[src/rtl/ring_phase_monitor_pkg.sv]
// Shared types and helpers for the ring phase monitor.
package ring_phase_monitor_pkg;

    // Monitor FSM state; code 2'd3 is unused and recovers to ST_ACQUIRE.
    typedef enum logic [1:0] {
        ST_ACQUIRE = 2'd0,
        ST_LOCKED  = 2'd1,
        ST_FAULT   = 2'd2
    } state_t;

    localparam int unsigned STATE_W = 2;

    // Ceiling log2; clog2(1) = 0.
    function automatic int unsigned clog2(input int unsigned v);
        int unsigned r;
        r = 0;
        while ((64'(1) << r) < 64'(v)) begin
            r = r + 1;
        end
        return r;
    endfunction

    // Width of an index into an n-wide vector; never less than 1 bit.
    function automatic int unsigned idx_w(input int unsigned n);
        return (n > 1) ? clog2(n) : 1;
    endfunction

endpackage

[src/rtl/ring_phase_monitor_onehot.sv]
// Combinational one-hot to binary encoder with a one-hot qualifier.
module onehot_to_bin
    import ring_phase_monitor_pkg::*;
#(
    parameter int unsigned N = 4,
    localparam int unsigned IW = idx_w(N)
) (
    input  logic [N-1:0]  vec,
    output logic [IW-1:0] idx,
    output logic          onehot
);

    // OR of set-bit positions is the exact index whenever vec is one-hot.
    always_comb begin
        idx = '0;
        for (int i = 0; i < N; i++) begin
            if (vec[i]) begin
                idx = idx | IW'(i);
            end
        end
        onehot = (vec != '0) && ((vec & (vec - N'(1))) == '0);
    end

endmodule

[src/rtl/ring_phase_monitor.sv]
// Health monitor and phase encoder for an N-bit one-hot ring counter.
module ring_phase_monitor
    import ring_phase_monitor_pkg::*;
#(
    parameter int unsigned N        = 4,
    parameter int unsigned LOCK_CNT = 4,
    parameter int unsigned REV_W    = 8,
    parameter int unsigned ERR_W    = 4,
    localparam int unsigned IW      = idx_w(N)
) (
    input  logic             clk,
    input  logic             reset,
    input  logic [N-1:0]     ring_i,
    input  logic             clear_i,
    output logic [IW-1:0]    phase_idx_o,
    output logic             phase_valid_o,
    output logic             locked_o,
    output logic             wrap_o,
    output logic [REV_W-1:0] rev_count_o,
    output logic             err_pulse_o,
    output logic [ERR_W-1:0] err_count_o
);

    localparam int unsigned AW = clog2(LOCK_CNT + 1);

    logic [N-1:0]  s_q;
    logic [N-1:0]  p_q;
    state_t        state;
    logic [AW-1:0] acq_cnt;

    logic [IW-1:0] enc_idx;
    logic          enc_onehot;
    logic [N-1:0]  rot_p;
    logic          step_ok;
    logic          wrap_hit;

    // Encoder on the current sample.
    onehot_to_bin #(.N(N)) u_enc (
        .vec    (s_q),
        .idx    (enc_idx),
        .onehot (enc_onehot)
    );

    // Expected successor of the previous sample and the per-cycle checks.
    always_comb begin
        rot_p    = {p_q[N-2:0], p_q[N-1]};
        step_ok  = enc_onehot && (s_q == rot_p);
        wrap_hit = s_q[0] && p_q[N-1];
    end

    // Two-stage sample pipeline of the ring vector.
    always_ff @(posedge clk) begin
        if (reset) begin
            s_q <= '0;
            p_q <= '0;
        end else begin
            s_q <= ring_i;
            p_q <= s_q;
        end
    end

    // Phase index holds its last good value across invalid samples.
    always_ff @(posedge clk) begin
        if (reset) begin
            phase_idx_o   <= '0;
            phase_valid_o <= 1'b0;
        end else begin
            phase_valid_o <= enc_onehot;
            if (enc_onehot) begin
                phase_idx_o <= enc_idx;
            end
        end
    end

    // Lock FSM with revolution/error counters and their pulses.
    always_ff @(posedge clk) begin
        if (reset) begin
            state       <= ST_ACQUIRE;
            acq_cnt     <= '0;
            locked_o    <= 1'b0;
            wrap_o      <= 1'b0;
            err_pulse_o <= 1'b0;
            rev_count_o <= '0;
            err_count_o <= '0;
        end else begin
            wrap_o      <= 1'b0;
            err_pulse_o <= 1'b0;

            case (state)
                ST_ACQUIRE: begin
                    if (acq_cnt == AW'(LOCK_CNT)) begin
                        state    <= ST_LOCKED;
                        acq_cnt  <= '0;
                        locked_o <= 1'b1;
                    end else begin
                        acq_cnt  <= step_ok ? (acq_cnt + AW'(1)) : '0;
                        locked_o <= 1'b0;
                    end
                end

                ST_LOCKED: begin
                    if (step_ok) begin
                        locked_o <= 1'b1;
                        if (wrap_hit) begin
                            wrap_o      <= 1'b1;
                            rev_count_o <= rev_count_o + REV_W'(1);
                        end
                    end else begin
                        state       <= ST_FAULT;
                        locked_o    <= 1'b0;
                        err_pulse_o <= 1'b1;
                        if (err_count_o != '1) begin
                            err_count_o <= err_count_o + ERR_W'(1);
                        end
                    end
                end

                ST_FAULT: begin
                    state    <= ST_ACQUIRE;
                    acq_cnt  <= '0;
                    locked_o <= 1'b0;
                end

                default: begin
                    state    <= ST_ACQUIRE;
                    acq_cnt  <= '0;
                    locked_o <= 1'b0;
                end
            endcase

            // Clear overrides any same-cycle increment; pulses are unaffected.
            if (clear_i) begin
                rev_count_o <= '0;
                err_count_o <= '0;
            end
        end
    end

endmodule

[config.mk]
export PLATFORM = sky130hd
export DESIGN_NAME = ring_phase_monitor
export DESIGN_NICKNAME = d
export VERILOG_FILES = /design/src/rtl/ring_phase_monitor_pkg.sv /design/src/rtl/ring_phase_monitor_onehot.sv /design/src/rtl/ring_phase_monitor.sv
export SDC_FILE = /design/constraint.sdc
export NUM_CORES = 1
export LEC_CHECK = 0
export ABC_AREA = 1
export BUFFER_PORTS_ARGS = -buffer_cell sky130_fd_sc_hd__buf_2
export CAP_MARGIN = 10
export CORE_UTILIZATION = 40
export DETAILED_ROUTE_END_ITERATION = 7
export GPL_TIMING_DRIVEN = 0
export SYNTH_ARGS = -nofsm -noshare
export SYNTH_HDL_FRONTEND = slang
export SYNTH_SLANG_ARGS = --single-unit
export TNS_END_PERCENT = 50
[constraint.sdc]
create_clock -name clk -period 1.7 [get_ports clk]
set_input_delay 0.34 -clock clk [delete_from_list [all_inputs] [get_ports clk]]
set_output_delay 0.34 -clock clk [all_outputs]
set_load 0.05 [all_outputs]
==> impl_metrics.py, run 1 <==
metrics = {
    "yosys": {
        "avgSynthCellArea_sq_um": 7.231,
        "ys_types": 23,
        "synth_area_sq_um": 1439,
        "yosys.area_share.simple_pct": 32.78,
        "synth-xor-area-share_pct": 3.652,
        "ys.flop_type": "dfxtp_1",
        "synth_cells": 199,
        "synth-edff-count": 0,
        "synthMuxAreaShare_pct": 0,
        "async_flop_share_pct": 0,
        "synth-warning-count": 0,
        "synth_compound_area_share_pct": 7.565,
        "synthAdderAreaFrac_pct": 4.348,
        "syn-num-nets": 211,
        "synth_top_family_by_area": "simple AND/OR/NAND/NOR gates",
        "ys_seq_area_share_pct": 43.13,
        "ys_ff_latch": 31,
    },
    "clock_network": {
        "cts_tree": "done",
        "clock-sinks": 31,
        "numCtsBuffers": 5,
        "cts_root_buf": "clkbuf_4",
        "h-tree-depth": 2,
        "clk_latency_ns": 0.34,
        "path_clk_slew_ns": 0.09,
        "cts_hold_buf": 0,
        "clk_path_buf_depth": 2,
    },
    "die": {
        "fp.dieArea_sq_um": 3841,
        "ios": 25,
        "core_sq_um": 3390,
        "start_util_pct": 42.45,
        "die_w_microns": 61.98,
        "die_h_microns": 61.98,
        "rows": 21,
    },
    "pwr": {
        "switching_share_pct": 25.35,
        "powerDensity_nw_per_um2": 809.4,
        "net-switching-power_mw": 0.3486,
        "irDropWorstVdd_uv": 433.6,
        "p_seq_share_pct": 54.9,
        "finalPower_mw": 1.375,
        "clkPwrFrac_pct": 35.3,
        "power.leakage_nw": 0.7818,
        "p_comb_share_pct": 9.8,
        "internal_power_mw": 1.027,
    },
    "worst_setup_path": {
        "crit_fanout": 10,
        "critical_path.top_delay_family": "simple AND/OR/NAND/NOR gates",
        "startpoint": "s_q[0]$_SDFF_PP0_",
        "reg2reg_from": "s_q[0]$_SDFF_PP0_",
        "worst_ep_required_time_ns": 1.96,
        "crit_type": "flop to flop",
        "crit_buf_inv": 1,
        "cpMaxStageDelayCell": "dfxtp_1",
        "worstPathArrival_ns": 1.75,
        "max_stage_delay_ns": 0.36,
        "end_kind": "flop",
        "worstPathCellList": "ha_1, nor2_1, nand2_1, nor2_4, buf_6, nand4_1, a21oi_1",
        "start_kind": "flop",
    },
    "global_routing": {
        "grt_antenna_before_repair": 0,
        "grt_pass1_vias": 1108,
        "grt_max_degree": 11,
        "grt_pass1_wl_mm": 4.643,
        "grtUsageTotal_pct": 17.23,
        "globalRouteOverflowTotal": 0,
    },
    "timing": {
        "fmax_mhz": 672.6,
        "setup_tns_ns": 0,
        "drv_slew": 0,
        "hold_violations": 0,
        "setup_viol": 0,
        "slew_headroom_pct": 65.74,
        "skew_ns": 0.01137,
        "rsz0062_at_grt": "false",
        "min_period_ns": 1.487,
        "worstMarginPinSlew_ns": 0.5138,
        "fin_crit_sh_pct": 87.45,
    },
    "outcome": {
        "status": "complete, no violations",
    },
    "route": {
        "drc": 0,
        "vias": 1312,
        "dr.first_iter.drc_count": 36,
        "vias_per_cell": 4.736,
        "final_antenna_net_count": 0,
        "wl_mm": 2.853,
        "wl_per_cell_microns": 10.30,
        "drtPass1Iterations": 4,
    },
    "cells_and_area": {
        "final_nets": 242,
        "num_antenna_cells": 0,
        "area_delta_synth_final_pct": 18.09,
        "layout-drive-gt1-share_pct": 18.18,
    },
    "job": {
        "drv_cap": 0,
    },
    "placed_design": {
        "place.gp.congestion": 0.7061,
        "io_buffers": 23,
        "detailed_place_hpwl_mm": 2.129,
    },
    "worst_hold_path": {
        "worstHoldPathType": "primary input to flop",
        "timing.hold.worst.start": "ring_i[0]",
    },
}
[timing repair]
| item | CTS | global route |
|---|---|---|
| endpoints found under the setup margin | 2 | 12 |
| resized for setup | 0 | 3 |
| cloned | 0 | 0 |
| buffers inserted | 1 | 0 |
[routing by layer]
layer / part of all wire, % / track usage [%] / vias to the layer above
li1: - / - / 714
met1: 52 / 22.91 / 569
met2: 41 / 24.47 / 22
met3: 4.3 / 5.590 / 7
met4: 2.4 / 9.524 / 0
met5: 0 / 0 / -
[tightest hold or removal path, cell delays in order]
cell and delay [ns]:
buf_2 0.09, inv_1 0.04, nor2_1 0.03
[cells by family after synthesis]
kind of cell | count (synthesis)
fa+ha+maj | 5
simple gates | 106
buf+inv | 30
xor+xnor | 6
compound gates | 21
flops | 31
[area by class of cell]
class,instances,area (sq um)
inverter,24,90.09
timing repair buffer,24,122.6
clock buffer,8,68.82
buffer,6,32.53
sequential,31,620.6
multi-input combinational,138,706.9
tap,46,57.56
fill,351,1690
[Yosys cell counts, types with 3 or more instances]
cell,number,area (sq um)
nand2_1,53,198.9
dfxtp_1,31,620.6
inv_1,22,82.58
nor2_1,22,82.58
a21oi_1,17,85.08
nand4_1,15,93.84
nand3_1,8,40.04
ha_1,5,62.56
xor2_1,5,43.79
clkbuf_1,3,11.26
[through the flow]
step | cells | hold slack, ns | area [sq um] | setup slack [ns] | utilization [%]
final | 277 | 0.2041 | 1699 | 0.2133 | 50.13
after global routing | 277 | 0.1965 | 1699 | 0.03853 | 50.13
after CTS | 277 | 0.1932 | 1688 | 0.09873 | 49.80
after detailed placement | 268 | 0.4822 | 1612 | 0.01518 | 47.55
after global placement | 268 | 0.4764 | 1612 | 0.02132 | 47.55
after floorplan | 199 | 0.4470 | 1439 | 0.1147 | -
[power by group through the flow]
| stage | Sequential (mW) | Combinational, mW | Clock (mW) |
|---|---|---|---|
| 2_1_floorplan | 0.795 | 0.0773 | 0 |
| 3_3_place_gp | 0.771 | 0.133 | 0 |
| 3_5_place_dp | 0.771 | 0.134 | 0 |
| 4_1_cts | 0.755 | 0.134 | 0.501 |
| 5_1_grt | 0.758 | 0.153 | 0.535 |
| 6_report | 0.755 | 0.135 | 0.486 |
[placed cells by master (no fill, tap or decap), types with 2 or more instances in the layout]
cell	instances
nand2_1	53
dfxtp_1	31
buf_2	25
inv_1	22
nor2_1	21
a21oi_1	16
nand4_1	15
nand3_1	7
xor2_1	5
ha_1	5
clkbuf_4	5
clkbuf_1	4
nor2_2	2
inv_2	2
nor3_1	2
o21ai_0	2
nand3b_1	2
clkbuf_8	2
[registers in the layout, summed over array words and instances (netlist names)]
name           count
phase_idx_o        2
rev_count_o        8
wrap_o             1
err_pulse_o        1
phase_valid_o      1
state              2
s_q                4
locked_o           1
acq_cnt            3
err_count_o        4
p_q                4
[worst paths after layout]
check / end / slack (ns) / cells past startpoint
worst min-delay path: s_q[0]$_SDFF_PP0_ / 0.20 / 3
worst max register to register: rev_count_o[4]$_SDFFE_PP0P_ / 0.21 / 7
worst max-delay path: rev_count_o[4]$_SDFFE_PP0P_ / 0.21 / 7
worst min register to register: acq_cnt[0]$_SDFFE_PP0P_ / 0.49 / 2
Note: power is estimated with default switching activity, not from simulation.
==> run 2: changes to the inputs <==
ABC_AREA = unset   (was 1)
==> run 2 against run 1 <==
Effect of this change: the run now ends with setup timing left; sequential share of layout area fell by 2.2 points; clock power increased by 1%; clock skew is essentially flat; first-iteration DRC count shrank 19%; flip-flop and latch count unchanged; power rose by 4.6%; critical endpoint is now rev_count_o[6]$_SDFFE_PP0P_; largest power group unchanged; highest routed layer unchanged.
==> impl_metrics.py, run 2 <==
metrics = {
    "outcome": {
        "status": "finished with violations",
        "failed_checks": "setup timing",
    },
    "timing": {
        "fin_crit_sh_pct": 112.5,
        "fmax_mhz": 522.8,
        "setup_viol": 8,
        "rsz0062_at_grt": "true",
        "skew_ns": 0.01107,
        "worstMarginPinSlew_ns": 0.4777,
        "setup_tns_ns": -1.115,
        "slew_headroom_pct": 68.15,
        "drv_slew": 0,
        "hold_violations": 0,
        "min_period_ns": 1.913,
        "fin_ws_ns": -0.2130,
    },
    "global_routing": {
        "grt_antenna_before_repair": 0,
        "grt_pass1_vias": 1237,
        "grt_max_degree": 11,
        "grtUsageTotal_pct": 17.89,
        "grt_pass1_wl_mm": 5.388,
        "globalRouteOverflowTotal": 0,
    },
    "yosys": {
        "ys_types": 36,
        "yosys-top-cells-count": "dfxtp_1 (31), nand2_1 (13), nor2b_1 (12)",
        "yosysMostFrequentCell": "dfxtp_1",
        "ys_ff_latch": 31,
        "yosys.area.top_type_share_pct": 42.21,
        "ys_seq_area_share_pct": 42.21,
        "synth-edff-count": 0,
        "synth_area_leader_cell": "dfxtp_1",
        "synth_cells": 162,
        "synth_area_leaders": "dfxtp_1 (42%), nor2b_1 (5.1%), ha_1 (4.3%), mux2i_1 (4.1%), or3_1 (3.8%)",
        "syn-num-nets": 174,
        "ys.flop_type": "dfxtp_1",
        "avgSynthCellArea_sq_um": 9.075,
        "synth-warning-count": 0,
        "async_flop_share_pct": 0,
        "synth_area_sq_um": 1470,
    },
    "die": {
        "rows": 21,
        "fp.dieArea_sq_um": 3922,
        "die_h_microns": 62.63,
        "start_util_pct": 43.04,
        "core_sq_um": 3416,
        "ios": 25,
        "die_w_microns": 62.63,
    },
    "worst_hold_path": {
        "hold_depth": 2,
        "worstHoldPathType": "primary input to flop",
        "hold_end": "s_q[3]$_SDFF_PP0_",
        "timing.hold.worst.start": "ring_i[3]",
    },
    "pwr": {
        "p_comb_share_pct": 13.5,
        "p_seq_share_pct": 52.3,
        "powerDensity_nw_per_um2": 790.1,
        "power.leakage_nw": 0.7423,
        "switching_share_pct": 26.73,
        "net-switching-power_mw": 0.3844,
        "clkPwrFrac_pct": 34.3,
        "irDropWorstVdd_uv": 535.7,
        "internal_power_mw": 1.054,
    },
    "clock_network": {
        "path_clk_slew_ns": 0.09,
        "clock-sinks": 31,
        "clk_path_buf_depth": 2,
        "clk_latency_ns": 0.34,
        "h-tree-depth": 2,
        "numCtsBuffers": 5,
        "cts_tree": "done",
        "cts_hold_buf": 0,
        "cts_root_buf": "clkbuf_4",
    },
    "cells_and_area": {
        "instances_no_fill": 241,
        "fill_cells": 333,
        "num_antenna_cells": 0,
        "final_cell_mix": "dfxtp_1 (30), buf_2 (25), nand2_1 (13), nor2b_1 (12), or3_1 (9)",
        "final_nets": 206,
        "final_common_cell": "dfxtp_1",
        "largest_register_ffs": 8,
        "layout-drive-gt1-share_pct": 26.15,
        "largest-register": "rev_count_o",
        "area_delta_synth_final_pct": 23.83,
    },
    "placed_design": {
        "post-place-ws_ns": -0.3316,
        "detailed_place_hpwl_mm": 2.290,
        "io_buffers": 23,
        "place.gp.congestion": 0.7581,
        "dp.cells": 231,
    },
    "route": {
        "drc": 0,
        "final_antenna_net_count": 0,
        "drtPass1Iterations": 4,
        "dr.first_iter.drc_count": 29,
        "vias_per_cell": 5.349,
        "wl_per_cell_microns": 13.42,
        "vias": 1289,
        "wl_mm": 3.235,
    },
    "worst_setup_path": {
        "end_kind": "flop",
        "reg2reg_to": "rev_count_o[6]$_SDFFE_PP0P_",
        "worstPathArrival_ns": 2.18,
        "reg2reg_from": "s_q[0]$_SDFF_PP0_",
        "crit_fanout": 10,
        "reg2reg_slack_ns": -0.21,
        "worst_ep_required_time_ns": 1.97,
        "r2r_cells": 6,
        "start_kind": "flop",
        "crit_type": "flop to flop",
    },
    "job": {
        "drv_cap": 0,
    },
}
## run 2: cell types whose count changed in the layout (fill, tap and decap cells not counted), moves of 4 or more
cell     before  now
or3_1         0    9
nor2b_1       0   12
inv_1        22    3
mux2i_1       0    6
nor2_1       21    7
nand2_1      53   13
and2_1        0    4
a21oi_1      16    8
nand4_1      15    7
## run 2: power groups by stage
stage                     Sequential (mW)  Clock, mW  Combinational (mW)
final                               0.752      0.493               0.194
after global routing                0.755      0.544               0.210
after CTS                           0.752      0.502               0.176
after detailed placement            0.770          0               0.170
after global placement              0.769          0               0.166
after floorplan                     0.793          0               0.103
## run 2: final cells by class
type	instances	area [sq um]	share of cell area (%)
repair buffers	25	130.1	7.148
plain buffers	12	75.07	4.124
clock buffers	8	68.82	3.780
well taps	46	57.56	3.162
inverters	3	11.26	0.6186
multi-input cells	116	853.3	46.87
flip-flops and latches	31	624.3	34.30
## run 2: timing repair
action                                  in CTS  in global routing
setup buffers                                1                  1
resized for setup                            3                 13
pin swaps                                    0                  1
endpoints found under the setup margin      19                 20
## run 2: critical path: stages (launching register included)
cell	delay [ns]
dfxtp_4	0.37
ha_4	0.23
nand4bb_1	0.19
or4_4	0.46
buf_6	0.17
nor4_4	0.22
mux2i_1	0.21
## run 2: logic make-up after synthesis
group	after synthesis	synth area share, %
fa+ha+maj	5	4.255
simple gates	76	30.64
buf+inv	15	5.106
xor+xnor	4	2.383
flops	31	42.21
mux	6	4.085
compound gates	25	11.32
## run 2: per-stage QoR
step	hold slack, ns	util, %	area, sq um	total power [mW]
6_report	0.2136	53.30	1821	1.438
5_1_grt	0.2088	53.30	1821	1.509
4_1_cts	0.2019	51.72	1767	1.430
3_5_place_dp	0.4631	49.23	1682	0.9399
3_3_place_gp	0.4563	49.23	1682	0.9344
2_1_floorplan	0.4623	-	1509	0.8956
## run 2: routing by layer
layer	GRT usage [%]	wire length [microns]	up-vias	part of all wire [%]
met1	20.29	1472	608	46
li1	-	-	646	-
met2	31.11	1592	27	49
met4	9.593	70	0	2.2
met5	0	0	-	0
met3	3.832	100	8	3.1
## run 2: how the worst max path moves through the flow
stage | from | endpoint | cells past startpoint
after global routing | s_q[0]$_SDFF_PP0_ | rev_count_o[6]$_SDFFE_PP0P_ | 6
after detailed placement | s_q[1]$_SDFF_PP0_ | err_count_o[2]$_SDFFE_PP0P_ | 6
final | s_q[0]$_SDFF_PP0_ | rev_count_o[6]$_SDFFE_PP0P_ | 6
after floorplan | s_q[0]$_SDFF_PP0_ | rev_count_o[4]$_SDFFE_PP0P_ | 6
after global placement | s_q[1]$_SDFF_PP0_ | err_count_o[2]$_SDFFE_PP0P_ | 6
after CTS | s_q[0]$_SDFF_PP0_ | rev_count_o[6]$_SDFFE_PP0P_ | 6
==> run 3: changes to the inputs <==
CORE_ASPECT_RATIO = 1.25   (was unset)
==> run 3 against run 2 <==
Effect of this change: the flow still finishes with violations (setup timing); setup slack got worse by 0.00094 ns; first-iteration DRC count grew 100%; cell area increased by 1.0%; maximum frequency barely moved; non-clock buffer count shrank 1; die area about the same; clock skew down 0.0058 ns.
==> impl_metrics.py, run 3 (synthesized netlist as in run 2, its figures left out) <==
metrics = {
    "outcome": {
        "status": "finished with violations",
        "failed_checks": "setup timing",
    },
    "cells_and_area": {
        "final_cell_mix": "dfxtp_1 (30), buf_2 (25), nand2_1 (13), nor2b_1 (12), or3_1 (8)",
        "final_nets": 205,
        "final_common_cell": "dfxtp_1",
        "largest-register": "rev_count_o",
        "largest_register_ffs": 8,
        "num_antenna_cells": 0,
        "area_delta_synth_final_pct": 25.11,
        "finish.utilization_pct": 52.35,
        "layout-drive-gt1-share_pct": 26.80,
    },
    "global_routing": {
        "grt_pass1_wl_mm": 5.554,
        "grt_antenna_before_repair": 0,
        "grt_pass1_vias": 1252,
        "grtUsageTotal_pct": 17.90,
        "globalRouteOverflowTotal": 0,
        "grt_max_degree": 11,
    },
    "die": {
        "fp.dieArea_sq_um": 3923,
        "ios": 25,
        "die_w_microns": 56.23,
        "rows": 24,
        "core_sq_um": 3513,
        "die_h_microns": 69.78,
        "start_util_pct": 41.84,
    },
    "timing": {
        "setup_viol": 11,
        "fin_crit_sh_pct": 112.6,
        "drv_slew": 0,
        "skew_ns": 0.005272,
        "slew_headroom_pct": 65.47,
        "fin_ws_ns": -0.2139,
        "min_period_ns": 1.914,
        "rsz0062_at_grt": "true",
        "hold_violations": 0,
        "worstMarginPinSlew_ns": 0.5180,
        "fmax_mhz": 522.5,
    },
    "clock_network": {
        "path_clk_slew_ns": 0.06,
        "cts_tree": "done",
        "cts_hold_buf": 0,
        "clock-sinks": 31,
        "numCtsBuffers": 5,
        "h-tree-depth": 2,
        "clk_latency_ns": 0.28,
        "clk_path_buf_depth": 2,
        "cts_root_buf": "clkbuf_8",
    },
    "worst_setup_path": {
        "crit_fanout": 4,
        "reg2reg_from": "s_q[0]$_SDFF_PP0_",
        "end_kind": "flop",
        "worstPathArrival_ns": 2.13,
        "crit_type": "flop to flop",
        "start_kind": "flop",
        "worst_ep_required_time_ns": 1.91,
        "startpoint": "s_q[0]$_SDFF_PP0_",
    },
    "route": {
        "wl_per_cell_microns": 13.86,
        "vias": 1292,
        "drc": 0,
        "wl_mm": 3.229,
        "vias_per_cell": 5.545,
        "dr.first_iter.drc_count": 59,
        "drtPass1Iterations": 4,
        "final_antenna_net_count": 0,
    },
    "placed_design": {
        "place.gp.congestion": 0.7141,
        "io_buffers": 23,
        "detailed_place_hpwl_mm": 2.293,
    },
    "pwr": {
        "finalPower_mw": 1.685,
        "powerDensity_nw_per_um2": 916.1,
        "irDropWorstVdd_uv": 743.2,
        "power.leakage_nw": 0.7522,
    },
    "worst_hold_path": {
        "worstHoldPathType": "primary input to flop",
        "timing.hold.worst.start": "ring_i[0]",
    },
    "job": {
        "drv_cap": 0,
    },
}
## run 3: cell types whose count changed in the layout (fill, tap and decap cells not counted), moves of 2 or more
cell	change
clkbuf_8	+4
nor4b_2	+2
nor4b_4	-2
clkbuf_4	-7
## run 3: repair_timing
item / 4_1_cts / 5_1_grt
endpoints found under the setup margin: 19 / 20
gates resized for setup: 3 / 7
setup buffers: 0 / 1
## run 3: critical path, stage by stage, from the launching register on
cell	delay [ns]
dfxtp_4	0.36
ha_4	0.23
nand4bb_1	0.18
or4_4	0.45
nor4_1	0.40
mux2i_1	0.22
## run 3: path summary, 6_finish.rpt
path / end / slack [ns] / depth (start not counted)
setup / recovery: rev_count_o[7]$_SDFFE_PP0P_ / -0.21 / 5
hold / removal: s_q[0]$_SDFF_PP0_ / 0.26 / 2
setup reg to reg: rev_count_o[7]$_SDFFE_PP0P_ / -0.21 / 5
hold reg to reg: rev_count_o[7]$_SDFFE_PP0P_ / 0.47 / 2
## run 3: area by class of cell
type / count / area (sq um)
inverter: 3 / 11.26
sequential: 31 / 624.3
tap: 39 / 48.80
timing repair buffer: 24 / 122.6
clock buffer: 6 / 82.58
buffer: 12 / 68.82
clock inverter: 2 / 35.03
fill: 332 / 1674
multi-input combinational: 116 / 845.8
## run 3: power breakdown
group / total (mW) / switching, mW / internal [mW] / leakage [nW]
logic: 0.184 / 0.122 / 0.0622 / 0.438
clock network: 0.749 / 0.275 / 0.474 / 0.0612
registers: 0.752 / 0.00890 / 0.743 / 0.253
total: 1.69 / 0.406 / 1.28 / 0.752
## run 3: metal layers
metal	wire length (microns)	share of wire (%)	vias up	GRT usage, %
met5	0	0	-	0
li1	-	-	650	-
met1	1433	44	610	21.29
met3	123	3.8	4	4.851
met2	1630	50	28	30.69
met4	41	1.3	0	6.233
## run 3: through the flow
step | setup slack (ns) | area [sq um] | hold WS [ns] | TNS, ns | cells
4_1_cts | -0.2129 | 1800 | 0.2602 | -1.884 | 232
3_3_place_gp | -0.2836 | 1673 | 0.4531 | -3.007 | 224
6_report | -0.2139 | 1839 | 0.2637 | -1.270 | 233
3_5_place_dp | -0.2826 | 1673 | 0.4676 | -3.099 | 224
5_1_grt | -0.2610 | 1839 | 0.2670 | -2.877 | 233
2_1_floorplan | -0.08672 | 1509 | 0.4623 | -0.4377 | 162
